$ cat src/rtl/wifi_uart_fc.sv
// wifi_uart_fc: UART transceiver with TX/RX FIFOs and RTS/CTS flow control.
// A frame is one start bit, DATA_BITS data bits sent LSB first, optional parity, then STOP_BITS stop bits.
module wifi_uart_fc #(
  parameter int unsigned CLK_DIV    = 434,
  parameter int unsigned DATA_BITS  = 8,
  parameter int unsigned PARITY     = 0,
  parameter int unsigned STOP_BITS  = 1,
  parameter int unsigned FIFO_DEPTH = 16,
  parameter int unsigned RTS_MARGIN = 4
) (
  input  logic                        clk_clk,
  input  logic                        reset_reset_n,
  input  logic [DATA_BITS-1:0]        tx_data,
  input  logic                        tx_valid,
  output logic                        tx_ready,
  output logic [DATA_BITS-1:0]        rx_data,
  output logic                        rx_valid,
  input  logic                        rx_ready,
  output logic [$clog2(FIFO_DEPTH):0] tx_level,
  output logic [$clog2(FIFO_DEPTH):0] rx_level,
  output logic                        err_frame,
  output logic                        err_parity,
  output logic                        err_overrun,
  input  logic                        rxd,
  output logic                        txd,
  input  logic                        cts_n,
  output logic                        rts_n
);

  localparam int unsigned PTR_W   = $clog2(FIFO_DEPTH);
  localparam int unsigned LVL_W   = PTR_W + 1;
  localparam int unsigned CNT_W   = $clog2(CLK_DIV);
  localparam int unsigned BIT_W   = $clog2(DATA_BITS + 1);
  localparam int unsigned HALF    = CLK_DIV / 2;
  localparam int unsigned RTS_THR = FIFO_DEPTH - RTS_MARGIN;

  typedef enum logic [2:0] {S_IDLE, S_START, S_DATA, S_PAR, S_STOP} state_e;

  // Two-flop synchronisers; rx_prev_q provides the falling-edge reference
  logic rxd_s1_q, rxd_s2_q, rx_prev_q, cts_s1_q, cts_s2_q;
  always_ff @(posedge clk_clk or negedge reset_reset_n) begin
    if (!reset_reset_n) begin
      rxd_s1_q  <= 1'b1;
      rxd_s2_q  <= 1'b1;
      rx_prev_q <= 1'b1;
      cts_s1_q  <= 1'b1;
      cts_s2_q  <= 1'b1;
    end else begin
      rxd_s1_q  <= rxd;
      rxd_s2_q  <= rxd_s1_q;
      rx_prev_q <= rxd_s2_q;
      cts_s1_q  <= cts_n;
      cts_s2_q  <= cts_s1_q;
    end
  end

  logic                 rx_s;
  assign rx_s = rxd_s2_q;

  // ---------------- TX FIFO ----------------
  logic [DATA_BITS-1:0] tx_mem_q [FIFO_DEPTH];
  logic [PTR_W-1:0]     tx_wp_q, tx_rp_q;
  logic [LVL_W-1:0]     tx_cnt_q, tx_cnt_d;
  logic                 tx_ready_q, tx_push, tx_pop;
  logic [DATA_BITS-1:0] tx_head;
  logic                 tx_head_par;

  assign tx_push     = tx_valid && tx_ready_q;
  assign tx_head     = tx_mem_q[tx_rp_q];
  assign tx_head_par = (PARITY == 1) ? ~^tx_head : ^tx_head;

  always_comb begin
    tx_cnt_d = tx_cnt_q;
    if (tx_push && !tx_pop)      tx_cnt_d = tx_cnt_q + LVL_W'(1);
    else if (!tx_push && tx_pop) tx_cnt_d = tx_cnt_q - LVL_W'(1);
  end

  always_ff @(posedge clk_clk or negedge reset_reset_n) begin
    if (!reset_reset_n) begin
      tx_wp_q    <= '0;
      tx_rp_q    <= '0;
      tx_cnt_q   <= '0;
      tx_ready_q <= 1'b0;
    end else begin
      if (tx_push) tx_wp_q <= tx_wp_q + PTR_W'(1);
      if (tx_pop)  tx_rp_q <= tx_rp_q + PTR_W'(1);
      tx_cnt_q   <= tx_cnt_d;
      tx_ready_q <= (tx_cnt_d != LVL_W'(FIFO_DEPTH));
    end
  end

  always_ff @(posedge clk_clk) begin
    if (tx_push) tx_mem_q[tx_wp_q] <= tx_data;
  end

  // ---------------- TX FSM ----------------
  state_e               tx_state_q;
  logic [CNT_W-1:0]     tx_div_q;
  logic [BIT_W-1:0]     tx_bit_q;
  logic [DATA_BITS-1:0] tx_shift_q;
  logic                 tx_par_q, txd_q;
  logic                 tx_bit_end, tx_frame_end;

  assign tx_bit_end   = (tx_div_q == CNT_W'(CLK_DIV - 1));
  assign tx_frame_end = (tx_state_q == S_STOP) && tx_bit_end &&
                        (tx_bit_q == BIT_W'(STOP_BITS - 1));
  // A new frame may follow the last stop bit directly, so no idle gap is inserted
  assign tx_pop = !cts_s2_q && (tx_cnt_q != '0) &&
                  ((tx_state_q == S_IDLE) || tx_frame_end);

  always_ff @(posedge clk_clk or negedge reset_reset_n) begin
    if (!reset_reset_n) begin
      tx_state_q <= S_IDLE;
      tx_div_q   <= '0;
      tx_bit_q   <= '0;
      tx_shift_q <= '0;
      tx_par_q   <= 1'b0;
      txd_q      <= 1'b1;
    end else begin
      if (tx_state_q != S_IDLE) tx_div_q <= tx_bit_end ? '0 : tx_div_q + CNT_W'(1);
      if (tx_pop) begin
        tx_state_q <= S_START;
        tx_shift_q <= tx_head;
        tx_par_q   <= tx_head_par;
        tx_bit_q   <= '0;
        txd_q      <= 1'b0;
      end else if (tx_bit_end) begin
        case (tx_state_q)
          S_START: begin
            tx_state_q <= S_DATA;
            txd_q      <= tx_shift_q[0];
          end
          S_DATA: begin
            if (tx_bit_q == BIT_W'(DATA_BITS - 1)) begin
              tx_bit_q <= '0;
              if (PARITY != 0) begin
                tx_state_q <= S_PAR;
                txd_q      <= tx_par_q;
              end else begin
                tx_state_q <= S_STOP;
                txd_q      <= 1'b1;
              end
            end else begin
              tx_bit_q   <= tx_bit_q + BIT_W'(1);
              tx_shift_q <= tx_shift_q >> 1;
              txd_q      <= tx_shift_q[1];
            end
          end
          S_PAR: begin
            tx_state_q <= S_STOP;
            txd_q      <= 1'b1;
          end
          S_STOP: begin
            if (tx_bit_q == BIT_W'(STOP_BITS - 1)) tx_state_q <= S_IDLE;
            else                                   tx_bit_q   <= tx_bit_q + BIT_W'(1);
          end
          default: tx_state_q <= S_IDLE;
        endcase
      end
    end
  end

  // ---------------- RX FSM ----------------
  state_e               rx_state_q;
  logic [CNT_W-1:0]     rx_div_q;
  logic [BIT_W-1:0]     rx_bit_q;
  logic [DATA_BITS-1:0] rx_shift_q;
  logic                 rx_par_q, rx_done_q, err_frame_q, err_parity_q;
  logic                 rx_bit_end, rx_par_bad;

  assign rx_bit_end = (rx_div_q == CNT_W'(CLK_DIV - 1));
  assign rx_par_bad = (PARITY == 1) ? ~^{rx_shift_q, rx_par_q} : ^{rx_shift_q, rx_par_q};

  always_ff @(posedge clk_clk or negedge reset_reset_n) begin
    if (!reset_reset_n) begin
      rx_state_q   <= S_IDLE;
      rx_div_q     <= '0;
      rx_bit_q     <= '0;
      rx_shift_q   <= '0;
      rx_par_q     <= 1'b0;
      rx_done_q    <= 1'b0;
      err_frame_q  <= 1'b0;
      err_parity_q <= 1'b0;
    end else begin
      rx_done_q    <= 1'b0;
      err_frame_q  <= 1'b0;
      err_parity_q <= 1'b0;
      case (rx_state_q)
        S_IDLE: begin
          rx_div_q <= '0;
          if (rx_prev_q && !rx_s) rx_state_q <= S_START;
        end
        S_START: begin
          // Mid-bit check of the start bit; a high line means it was a glitch
          if (rx_div_q == CNT_W'(HALF - 1)) begin
            rx_div_q   <= '0;
            rx_bit_q   <= '0;
            rx_state_q <= rx_s ? S_IDLE : S_DATA;
          end else begin
            rx_div_q <= rx_div_q + CNT_W'(1);
          end
        end
        S_DATA: begin
          rx_div_q <= rx_bit_end ? '0 : rx_div_q + CNT_W'(1);
          if (rx_bit_end) begin
            rx_shift_q <= {rx_s, rx_shift_q[DATA_BITS-1:1]};
            if (rx_bit_q == BIT_W'(DATA_BITS - 1)) begin
              rx_state_q <= (PARITY != 0) ? S_PAR : S_STOP;
            end else begin
              rx_bit_q <= rx_bit_q + BIT_W'(1);
            end
          end
        end
        S_PAR: begin
          rx_div_q <= rx_bit_end ? '0 : rx_div_q + CNT_W'(1);
          if (rx_bit_end) begin
            rx_par_q   <= rx_s;
            rx_state_q <= S_STOP;
          end
        end
        S_STOP: begin
          rx_div_q <= rx_bit_end ? '0 : rx_div_q + CNT_W'(1);
          if (rx_bit_end) begin
            rx_state_q <= S_IDLE;
            if (!rx_s)                            err_frame_q  <= 1'b1;
            else if ((PARITY != 0) && rx_par_bad) err_parity_q <= 1'b1;
            else                                  rx_done_q    <= 1'b1;
          end
        end
        default: rx_state_q <= S_IDLE;
      endcase
    end
  end

  // ---------------- RX FIFO ----------------
  logic [DATA_BITS-1:0] rx_mem_q [FIFO_DEPTH];
  logic [PTR_W-1:0]     rx_wp_q, rx_rp_q, rx_rp_d;
  logic [LVL_W-1:0]     rx_cnt_q, rx_cnt_d;
  logic [DATA_BITS-1:0] rx_data_q, rx_data_d;
  logic                 rx_valid_q, rts_n_q, err_overrun_q;
  logic                 rx_pop, rx_full, rx_push;

  assign rx_pop  = rx_ready && rx_valid_q;
  assign rx_full = (rx_cnt_q == LVL_W'(FIFO_DEPTH));
  // A pop in the same cycle frees the slot before the push is judged
  assign rx_push = rx_done_q && (!rx_full || rx_pop);
  assign rx_rp_d = rx_pop ? rx_rp_q + PTR_W'(1) : rx_rp_q;

  always_comb begin
    rx_cnt_d = rx_cnt_q;
    if (rx_push && !rx_pop)      rx_cnt_d = rx_cnt_q + LVL_W'(1);
    else if (!rx_push && rx_pop) rx_cnt_d = rx_cnt_q - LVL_W'(1);
    // Registered head: bypass the incoming byte when it lands at the new read slot
    rx_data_d = (rx_push && (rx_wp_q == rx_rp_d)) ? rx_shift_q : rx_mem_q[rx_rp_d];
  end

  always_ff @(posedge clk_clk or negedge reset_reset_n) begin
    if (!reset_reset_n) begin
      rx_wp_q       <= '0;
      rx_rp_q       <= '0;
      rx_cnt_q      <= '0;
      rx_data_q     <= '0;
      rx_valid_q    <= 1'b0;
      rts_n_q       <= 1'b1;
      err_overrun_q <= 1'b0;
    end else begin
      if (rx_push) rx_wp_q <= rx_wp_q + PTR_W'(1);
      rx_rp_q       <= rx_rp_d;
      rx_cnt_q      <= rx_cnt_d;
      rx_data_q     <= rx_data_d;
      rx_valid_q    <= (rx_cnt_d != '0);
      rts_n_q       <= (rx_cnt_d >= LVL_W'(RTS_THR));
      err_overrun_q <= rx_done_q && rx_full && !rx_pop;
    end
  end

  always_ff @(posedge clk_clk) begin
    if (rx_push) rx_mem_q[rx_wp_q] <= rx_shift_q;
  end

  assign tx_ready    = tx_ready_q;
  assign tx_level    = tx_cnt_q;
  assign txd         = txd_q;
  assign rx_data     = rx_data_q;
  assign rx_valid    = rx_valid_q;
  assign rx_level    = rx_cnt_q;
  assign rts_n       = rts_n_q;
  assign err_frame   = err_frame_q;
  assign err_parity  = err_parity_q;
  assign err_overrun = err_overrun_q;

endmodule

$ cat config.mk
export PLATFORM = sky130hd
export DESIGN_NAME = wifi_uart_fc
export DESIGN_NICKNAME = d
export VERILOG_FILES = /design/src/rtl/wifi_uart_fc.sv
export SDC_FILE = /design/constraint.sdc
export NUM_CORES = 1
export LEC_CHECK = 0
export ABC_AREA = 1
export CAP_MARGIN = 25
export CORE_MARGIN = 2
export CORE_UTILIZATION = 49
export DETAILED_ROUTE_END_ITERATION = 10
export MAX_ROUTING_LAYER = met4
export PLACE_DENSITY = 0.68
export SLEW_MARGIN = 25
export SYNTH_ARGS = -nofsm -noshare
export SYNTH_HDL_FRONTEND = slang
export SYNTH_SLANG_ARGS = --single-unit
export TNS_END_PERCENT = 100
$ cat constraint.sdc
create_clock -name clk_clk -period 1.8 [get_ports clk_clk]
set_clock_uncertainty 0.05 [all_clocks]
set_input_delay 0.36 -clock clk_clk [delete_from_list [all_inputs] [get_ports clk_clk]]
set_output_delay 0.36 -clock clk_clk [all_outputs]
set_load 0.05 [all_outputs]
== Word level (Yosys, flattened, before mapping) ==
Memories as Yosys holds them, arrays and structs flattened. A register that Yosys moved wholly into a read port is not among the register bits.
Index checks and enable logic that the tools add are counted.

* Muxes and demuxes: 49
* Eq/ne operators: 26
* Reductions and logical operators: 44
* $lt $le $gt $ge: 1
* $add $sub $neg: 12

{| class="wikitable"
|+ Operator list
! cell !! number
|-
| 4-bit two-way mux || 8
|-
| 8-bit two-way mux || 4
|-
| 3-bit two-way mux || 10
|-
| 9-bit two-way mux || 3
|-
| 9-bit one-hot mux with 3 select lines || 1
|-
| 4-bit by 1-bit adder with 4-bit output (second input constant) || 6
|-
| 5-bit two-way mux || 4
|-
| 9-bit by 1-bit adder with 9-bit output (second input constant) || 2
|-
| 9-bit equality test (second input constant) || 2
|-
| 2-bit inequality test (second input constant) || 8
|-
| 4-bit one-hot mux with 2 select lines || 2
|-
| 3-bit one-hot mux with 5 select lines || 1
|-
| 1-bit logical AND || 14
|-
| 1-bit two-way mux || 13
|-
| 3-bit by 2-bit equality test with 1-bit output (second input constant) || 4
|-
| 3-bit one-hot mux with 4 select lines || 1
|-
| 5-bit by 1-bit adder with 5-bit output (second input constant) || 2
|-
| 5-bit nonzero test || 2
|-
| 5-bit by 1-bit subtractor with 5-bit output (second input constant) || 2
|-
| 9-bit by 8-bit equality test with 1-bit output (second input constant) || 1
|-
| 3-bit AND reduction || 3
|-
| 3-bit nonzero test || 3
|-
| 4-bit by 3-bit equality test with 1-bit output (second input constant) || 2
|-
| 1-bit zero test || 8
|-
| other kinds (18) || 26
|}

* Bits of input ports: 14
* Logic and storage cells: 160
* Memories kept: 2
* Bits in writable memories: 256
* Flip-flop bits (word level): 86
* Output and inout bits: 25

{| class="wikitable"
|+ Memory list
! name !! depth !! width !! rd ports !! clocked after Yosys merged registers in !! write ports !! RTL line !! source
|-
| rx_mem_q || 16 || 8 || 1 || 1 || 1 || 236 || <nowiki>logic [DATA_BITS-1:0] rx_mem_q [FIFO_DEPTH];</nowiki>
|-
| tx_mem_q || 16 || 8 || 1 || 0 || 1 || 61 || <nowiki>logic [DATA_BITS-1:0] tx_mem_q [FIFO_DEPTH];</nowiki>
|}

== Longest topological paths before layout ==
Gate-level depths: netlist of the first run.

* Word-level depth: 9
* Depth in mapped cells: 14
* Depth with buffers taken out: 14

== Worst setup path after synthesis of the first run ==
No wires, ideal clock.

* Kind: register to register
* From: register rx_cnt_q[0], in the netlist rx_level[0]
* To: memory rx_mem_q[3][0], enable pin
* Required time: 1380 ps
* Arrival: 1880 ps
* Clock period less this slack: 2300 ps
* Library setup time: 370 ps
* Stages on the path, launching flop included: 10
* Path slack: -500 ps
* Path buffers: 0
* Path through: dfrtp_1 > inv_1 > ha_1 > nand2_1 > nor2_2 > nand3_2 > nand2_2 > clkinv_4 > nand2_1 > nor2_1

* Word-level cells in the longest chain between the ends: 6

{| class="wikitable"
|+ RTL lines
! what !! RTL line !! source
|-
| start: declaration || 238 || <nowiki>logic [LVL_W-1:0] rx_cnt_q, rx_cnt_d;</nowiki>
|-
| start signal: assignment || 269 || <nowiki>rx_cnt_q <= rx_cnt_d;</nowiki>
|-
| 5-bit equality test || 244 || <nowiki>assign rx_full = (rx_cnt_q == LVL_W'(FIFO_DEPTH));</nowiki>
|-
| 1-bit zero test || 246 || <nowiki>assign rx_push = rx_done_q && (!rx_full || rx_pop);</nowiki>
|-
| 1-bit logical OR || 246 ||
|-
| 1-bit logical AND || 246 ||
|-
| 1-bit two-way mux || 278 || <nowiki>if (rx_push) rx_mem_q[rx_wp_q] <= rx_shift_q;</nowiki>
|-
| 1-bit two-way mux (not written as such) || 278 ||
|-
| end: declaration || 236 ||
|}

Every way passes these cells.

== Worst setup path after layout of the first run ==
* From: register rx_rp_q[0]
* To: register rx_data_q[4], in the netlist rx_data[4] (read register of rx_mem_q)

* Word-level cells in the longest chain between the ends: 2

{| class="wikitable"
|+ RTL lines
! what !! RTL line !! source
|-
| start: declaration || 237 || <nowiki>logic [PTR_W-1:0] rx_wp_q, rx_rp_q, rx_rp_d;</nowiki>
|-
| start signal: assignment || 268 || <nowiki>rx_rp_q <= rx_rp_d;</nowiki>
|-
| 4-bit by 1-bit adder with 4-bit output || 247 || <nowiki>assign rx_rp_d = rx_pop ? rx_rp_q + PTR_W'(1) : rx_rp_q;</nowiki>
|-
| 4-bit two-way mux * || 247 ||
|-
| end: declaration || 239 || <nowiki>logic [DATA_BITS-1:0] rx_data_q, rx_data_d;</nowiki>
|}

Every way passes the cells marked *; elsewhere a longest branch is shown, timed or not.
A chain may end at the register's enable or synchronous reset.

==> results_dict.tcl, run 1 <==
set metrics [dict create \
    status "finished, violations left" \
    violations "negative setup slack" \
    setup_tns_ns -1.96 \
    synthCells 1367 \
    finalSetupViolCount 13 \
    fin_hold_ws_ns 0.192 \
    root_buffer "clkbuf_16" \
    p_per_area_nw_per_um2 1630 \
    drt_wl_total_um 36800 \
    cp.depth 11 \
    r2r_slack_ns -0.24 \
    synth_edf_count 256 \
    regArea_um2 10100 \
    insertion_delay_ns 0.53 \
    relSlewSlack_pct 41.5 \
    crit_chain "ha_1 > inv_2 > o21ai_4 > buf_6 > buf_6 > o21ai_4 > a211oi_4 > buf_12 > nand2_8 > nand2_1 > nand2_1" \
    drc 0 \
    clkTransAtPathRegs_ns 0.06 \
    overflow 0 \
    p_int_mw 20.2 \
    cp-start-kind "flop" \
    maxCapViolations 0 \
    yosysWarnings 0 \
    place_area_um2 17100 \
    crit_path_end_kind "flop" \
    rsz0062_at_grt "true" \
    io_buffers 37 \
    switching_power_mw 11.6 \
    setup_slack_ns -0.239 \
    min_period_over_period_pct 113 \
    n_fill_cell 2289 \
    antenna_left 0 \
    max_stage_delay_ns 0.38 \
    reg2reg_to "rx_data[4]" \
    hp-class "in2reg" \
    drive_gt1_share_pct 26.4 \
    hold_viol 0 \
    die_w_um 180 \
    diodes 0 \
    vias 10674 \
    path_class "reg2reg" \
    fin_nets 1575 \
    die_y_um 180 \
    finalPower_mw 31.8 \
    peakVddDrop_v 0.000965 \
    cp_data_arrival_time_ns 2.40 \
    rows 64 \
    htreeDepth 2 \
    avgSynthCellArea_um2 11.1 \
    multi_input_area_um2 5040 \
    crit_end "rx_data[4]" \
    netlist_area_um2 15200 \
    drt_first_pass_iters 5 \
    crit_fanout 8 \
    grt_max_degree 67 \
    tightest_slew_ns 0.878 \
    rr_startpoint "rx_rp_q[0]" \
    stdcell_area_um2 19600 \
    pwr-share-seq_pct 32.0 \
    synth_cell_types 52 \
    cts_tree "built" \
    critical_path.startpoint "rx_rp_q[0]" \
    io_pins 39 \
    syn_to_final_growth_pct 28.8 \
    first_global_vias 10478 \
    drt_iter0_drc 970 \
    min_period_ns 2.04 \
    dp_hpwl_um 22700 \
    synth-main-ff-cell "edfxtp_1" \
    max-clock-path-buffers 3 \
    sw_frac_of_total_pct 36.5 \
    ys_async_sr_fraction_pct 26.9 \
    critical_path.top_delay_family "buffers and inverters" \
    synth-seq-cells 350 \
    cts.sinks 350 \
    core_area_um2 30600 \
    hold_start "rxd" \
    antenna_found_initial 0 \
    syn_nets 1404 \
    start_util_pct 49.6 \
    ff2ff_path_depth 11 \
    grt_pass1_wl_um 56500 \
    slowest_stage "dfrtp_1" \
    cts_buffers 38 \
    track_usage_pct 22.6 \
    fmax_ghz 0.490 \
    place_congestion 0.879 \
    dieArea_um2 32400 \
    critPathBufInv 4 \
    p_clk_share_pct 26.8 \
    routedWlPerCell_um 18.7 \
    critical_path_required_ns 2.16 \
    pwr-share-comb_pct 41.2 \
    vias_per_cell 5.44 \
    drv_slew 0 \
    synth-seq-area-share_pct 66.2 \
    p_leak_nw 7.80 \
]
[stage by stage]
stage          setup slack (ns)  utilization, %  std cells
2_1_floorplan            -0.180               -       1367
3_3_place_gp             -0.526            56.0       1862
3_5_place_dp             -0.540            56.0       1862
4_1_cts                  -0.194            61.8       1944
5_1_grt                  -0.309            64.0       1963
6_report                 -0.239            64.0       1963
[area by class of cell]
cell class	count	share of cell area (%)
Multi-Input combinational cell	812	25.8
Timing Repair Buffer	185	10.1
Tap cell	396	2.53
Timing Repair inverter	1	0.0576
Inverter	150	2.99
Clock buffer	47	5.56
Sequential cell	350	51.4
Clock inverter	22	1.59
[kinds of logic after synthesis]
family / count (synthesis) / synth area share, %
AND/OR/NAND/NOR: 470 / 13.6
flip-flops: 350 / 66.2
AO/OA/AOI/OAI: 290 / 11.0
buffers and inverters: 205 / 5.62
XOR/XNOR: 27 / 1.61
adder cells (fa/ha/maj): 23 / 1.90
other: 1 / 0.0247
multiplexers: 1 / 0.0742
[flip-flops by register name (all words and copies together), names as in the netlist, 3 cells and up]
register,flops
tx_shift_q,8
rx_data,8
tx_mem_q,128
tx_bit_q,4
tx_wp_q,4
rx_mem_q,128
rx_bit_q,4
rx_level,5
tx_state_q,3
rx_div_q,9
rx_shift_q,8
tx_rp_q,4
rx_rp_q,4
rx_wp_q,4
tx_div_q,9
tx_level,5
rx_state_q,3
[layout by cell type, fill, tap and decap left out, drive strengths merged, types with 10 or more instances in the layout]
master	synthesis	final
ha	23	23
inv	147	150
xor2	25	25
buf	35	166
edfxtp	256	256
clkinv	3	11
nand2	170	170
nor3	13	13
nor2	159	159
nand3	115	115
dfrtp	87	87
o21ai	159	159
clkdlybuf4s50	0	12
o211ai	52	52
nand4	10	10
clkbuf	20	52
a21oi	56	56
o22ai	10	10
[how the worst min path moves through the flow]
stage / endpoint / cells after the start
2_1_floorplan: err_frame / 0
3_3_place_gp: rx_div_q[2] / 1
3_5_place_dp: rx_div_q[5] / 1
4_1_cts: rxd_s1_q / 1
5_1_grt: rxd_s1_q / 1
6_report: rxd_s1_q / 1
[per-layer routing]
layer  part of all wire (%)  track usage (%)  wire, um  vias up
met3                    5.3             2.61      1940       73
met4                    2.6             5.90       945        0
li1                       -                -         -     5107
met2                     49             36.6     18000      331
met1                     43             30.8     15900     5163
met5                      0                -         0        -
[cell usage after synthesis (13+ instances only)]
cell type	n	share of area, %
inv_1	143	3.5
o211ai_1	52	2.6
edfxtp_1	256	51
ha_1	23	1.9
xor2_1	24	1.4
clkbuf_1	19	0.47
nand3_1	112	3.7
dfrtp_1	87	14
buf_2	24	0.79
nor2_1	153	3.8
nor3_1	13	0.43
o21ai_0	151	5.0
nand2_1	161	4.0
a21oi_1	54	1.8
[timing repair]
| action | in CTS | in global routing |
|---|---|---|
| endpoints found under the setup margin | 126 | 190 |
| hold buffers | 1 | 0 |
| pin swaps | 14 | 51 |
| hold endpoints to repair | 45 | 0 |
| cloned | 3 | 6 |
| resized for setup | 54 | 120 |
| setup buffers | 14 | 17 |
[power by group through the flow]
stage	Sequential, mW	Clock, mW	Combinational [mW]
2_1_floorplan	11.0	0	6.54
3_3_place_gp	10.3	0	10.9
3_5_place_dp	10.3	0	11.1
4_1_cts	10.1	8.65	11.8
5_1_grt	10.3	8.95	14.3
6_report	10.2	8.53	13.1
(Power assumes the default switching activity.)
==> inputs of run 2 (changes only) <==
--- a/config.mk
+++ b/config.mk
@@ -10,6 +10,7 @@
 export CORE_MARGIN = 2
 export CORE_UTILIZATION = 49
 export DETAILED_ROUTE_END_ITERATION = 10
+export GPL_ROUTABILITY_DRIVEN = 0
 export MAX_ROUTING_LAYER = met4
 export PLACE_DENSITY = 0.68
 export SLEW_MARGIN = 25
==> run 2 against run 1 <==
Compared with the run above:
- the flow still finishes with violations (negative setup slack)
- cell area down 0.23%
- non-clock buffer count increased by 5
- final cell count rose by 0.20%
- die area unchanged
- worst hold slack improved by 0.024 ns
- worst setup slack gained 0.046 ns
- global-route usage decreased by 0.12 points
- clock power decreased by 7.7%
- utilization down 0.15 points
- first-iteration DRC count grew 2.3%
- fmax rose by 2.3%
- flip-flop and latch count did not move
- critical path type unchanged
- largest power group unchanged
==> results_dict.tcl, run 2 (synthesized netlist as in run 1, its figures left out) <==
set metrics [dict create \
    drt_first_pass_iters 6 \
    cts_buffers 38 \
    r2r_slack_ns -0.19 \
    crit_fanout 13 \
    track_usage_pct 22.5 \
    max_stage_delay_ns 0.42 \
    routedWlPerCell_um 18.6 \
    vias 10851 \
    drt_wl_total_um 36500 \
    io_buffers 37 \
    min_period_ns 1.99 \
    hold_viol 0 \
    crit_path_end_kind "flop" \
    ff2ff_path_depth 13 \
    overflow 0 \
    cts.sinks 350 \
    dp.cells 1869 \
    antenna_left 0 \
    finalSetupViolCount 98 \
    preCtsSetupSlack_ns -0.550 \
    core_area_um2 30600 \
    drive_gt1_share_pct 25.7 \
    min_period_over_period_pct 111 \
    dieArea_um2 32400 \
    start_util_pct 49.6 \
    cts_tree "built" \
    io_pins 39 \
    slowest_stage "dfrtp_2" \
    n_fill_cell 2301 \
    holdPathEnd "cts_s1_q" \
    htreeDepth 2 \
    setup_tns_ns -6.44 \
    diodes 0 \
    top_regs "rx_mem_q: 128 flops, tx_mem_q: 128 flops" \
    hold_depth 1 \
    fin_hold_ws_ns 0.216 \
    fin_cells 1967 \
    fin_nets 1579 \
    insertion_delay_ns 0.52 \
    fmax_ghz 0.502 \
    crit_chain "nand2_4 > inv_4 > nand2_4 > nand2_4 > bufbuf_16 > o21ai_0 > inv_1 > o21ai_0 > nand3_1 > nand3_1 > nand2_1 > nand2_1 > nand2_1" \
    hp-class "in2reg" \
    cp-start-kind "flop" \
    rows 64 \
    grt_max_degree 67 \
    critical_path.top_delay_family "simple AND/OR/NAND/NOR gates" \
    rr_startpoint "rx_valid" \
    rsz0062_at_grt "true" \
    die_w_um 180 \
    status "finished, violations left" \
    cp_data_arrival_time_ns 2.35 \
    relSlewSlack_pct 38.1 \
    p_leak_nw 7.75 \
    mostFrequentLayoutCell "edfxtp_1" \
    final_cell_mix "edfxtp_1, nand2_1, inv_1" \
    critical_path_required_ns 2.16 \
    drt_iter0_drc 992 \
    peakVddDrop_v 0.000864 \
    fin_util_pct 63.8 \
    vias_per_cell 5.52 \
    p_per_area_nw_per_um2 1610 \
    critPathBufInv 3 \
    violations "negative setup slack" \
    clkTransAtPathRegs_ns 0.06 \
    die_y_um 180 \
    drc 0 \
    hold_start "cts_n" \
    path_class "reg2reg" \
    root_buffer "clkbuf_16" \
    maxCapViolations 0 \
    syn_to_final_growth_pct 28.5 \
    reg2reg_to "rx_data[7]" \
    first_global_vias 10707 \
    grt_pass1_wl_um 56700 \
    tightest_slew_ns 0.929 \
    drv_slew 0 \
    max-clock-path-buffers 3 \
    setup_slack_ns -0.193 \
    antenna_found_initial 0 \
    dp_hpwl_um 22400 \
]
[run 2: area by class of cell]
| type | count | area [um2] | share of cell area (%) |
|---|---|---|---|
| Sequential cell | 350 | 10100 | 51.5 |
| Multi-Input combinational cell | 812 | 5140 | 26.4 |
| Timing Repair Buffer | 190 | 1970 | 10.1 |
| Clock buffer | 54 | 1060 | 5.44 |
| Inverter | 150 | 586 | 3.00 |
| Tap cell | 396 | 495 | 2.54 |
| Clock inverter | 15 | 200 | 1.03 |
[run 2: report_power, final]
group	switching [mW]	internal (mW)	total [mW]
sequential	0.607	9.58	10.2
clock	3.04	4.83	7.87
combinational	8.03	5.30	13.3
[run 2: timing repair]
| action | CTS | global route |
|---|---|---|
| buffers inserted | 20 | 19 |
| cloned | 4 | 3 |
| endpoints found under the hold margin | 21 | 0 |
| setup endpoints to repair | 139 | 188 |
| pin swaps | 23 | 49 |
| hold buffers | 1 | 0 |
| gates resized for setup | 48 | 162 |
[run 2: how the worst max path moves through the flow]
stage / cells after the start / slack (ns) / to / startpoint
4_1_cts: 12 / -0.13 / rx_data[0] / rx_rp_q[1]
3_5_place_dp: 11 / -0.55 / rx_data[7] / rx_ready
6_report: 13 / -0.19 / rx_data[7] / rx_valid
3_3_place_gp: 11 / -0.49 / rx_data[0] / rx_ready
2_1_floorplan: 12 / -0.18 / rx_data[3] / rx_level[0]
5_1_grt: 11 / -0.25 / rx_data[3] / rx_rp_q[1]
[run 2: per-layer routing]
layer | global-route usage [%] | vias up | share of wire, %
li1 | - | 5098 | -
met1 | 30.0 | 5320 | 42
met2 | 36.4 | 360 | 50
met3 | 3.17 | 73 | 6.2
met4 | 6.45 | 0 | 2.7
met5 | - | - | 0
[run 2: worst register-to-register path: stages (launching register included)]
cell and delay, ns:
dfrtp_2 0.42, nand2_4 0.12, inv_4 0.05, nand2_4 0.06, nand2_4 0.10, bufbuf_16 0.30, o21ai_0 0.18, inv_1 0.08
o21ai_0 0.12, nand3_1 0.12, nand3_1 0.09, nand2_1 0.07, nand2_1 0.07, nand2_1 0.05
[run 2: stage by stage]
step	cell area (um2)	power (mW)
after floorplan	15500	17.5
after global placement	17100	21.1
after detailed placement	17100	21.3
after CTS	18800	30.2
after global routing	19500	33.1
final	19500	31.4
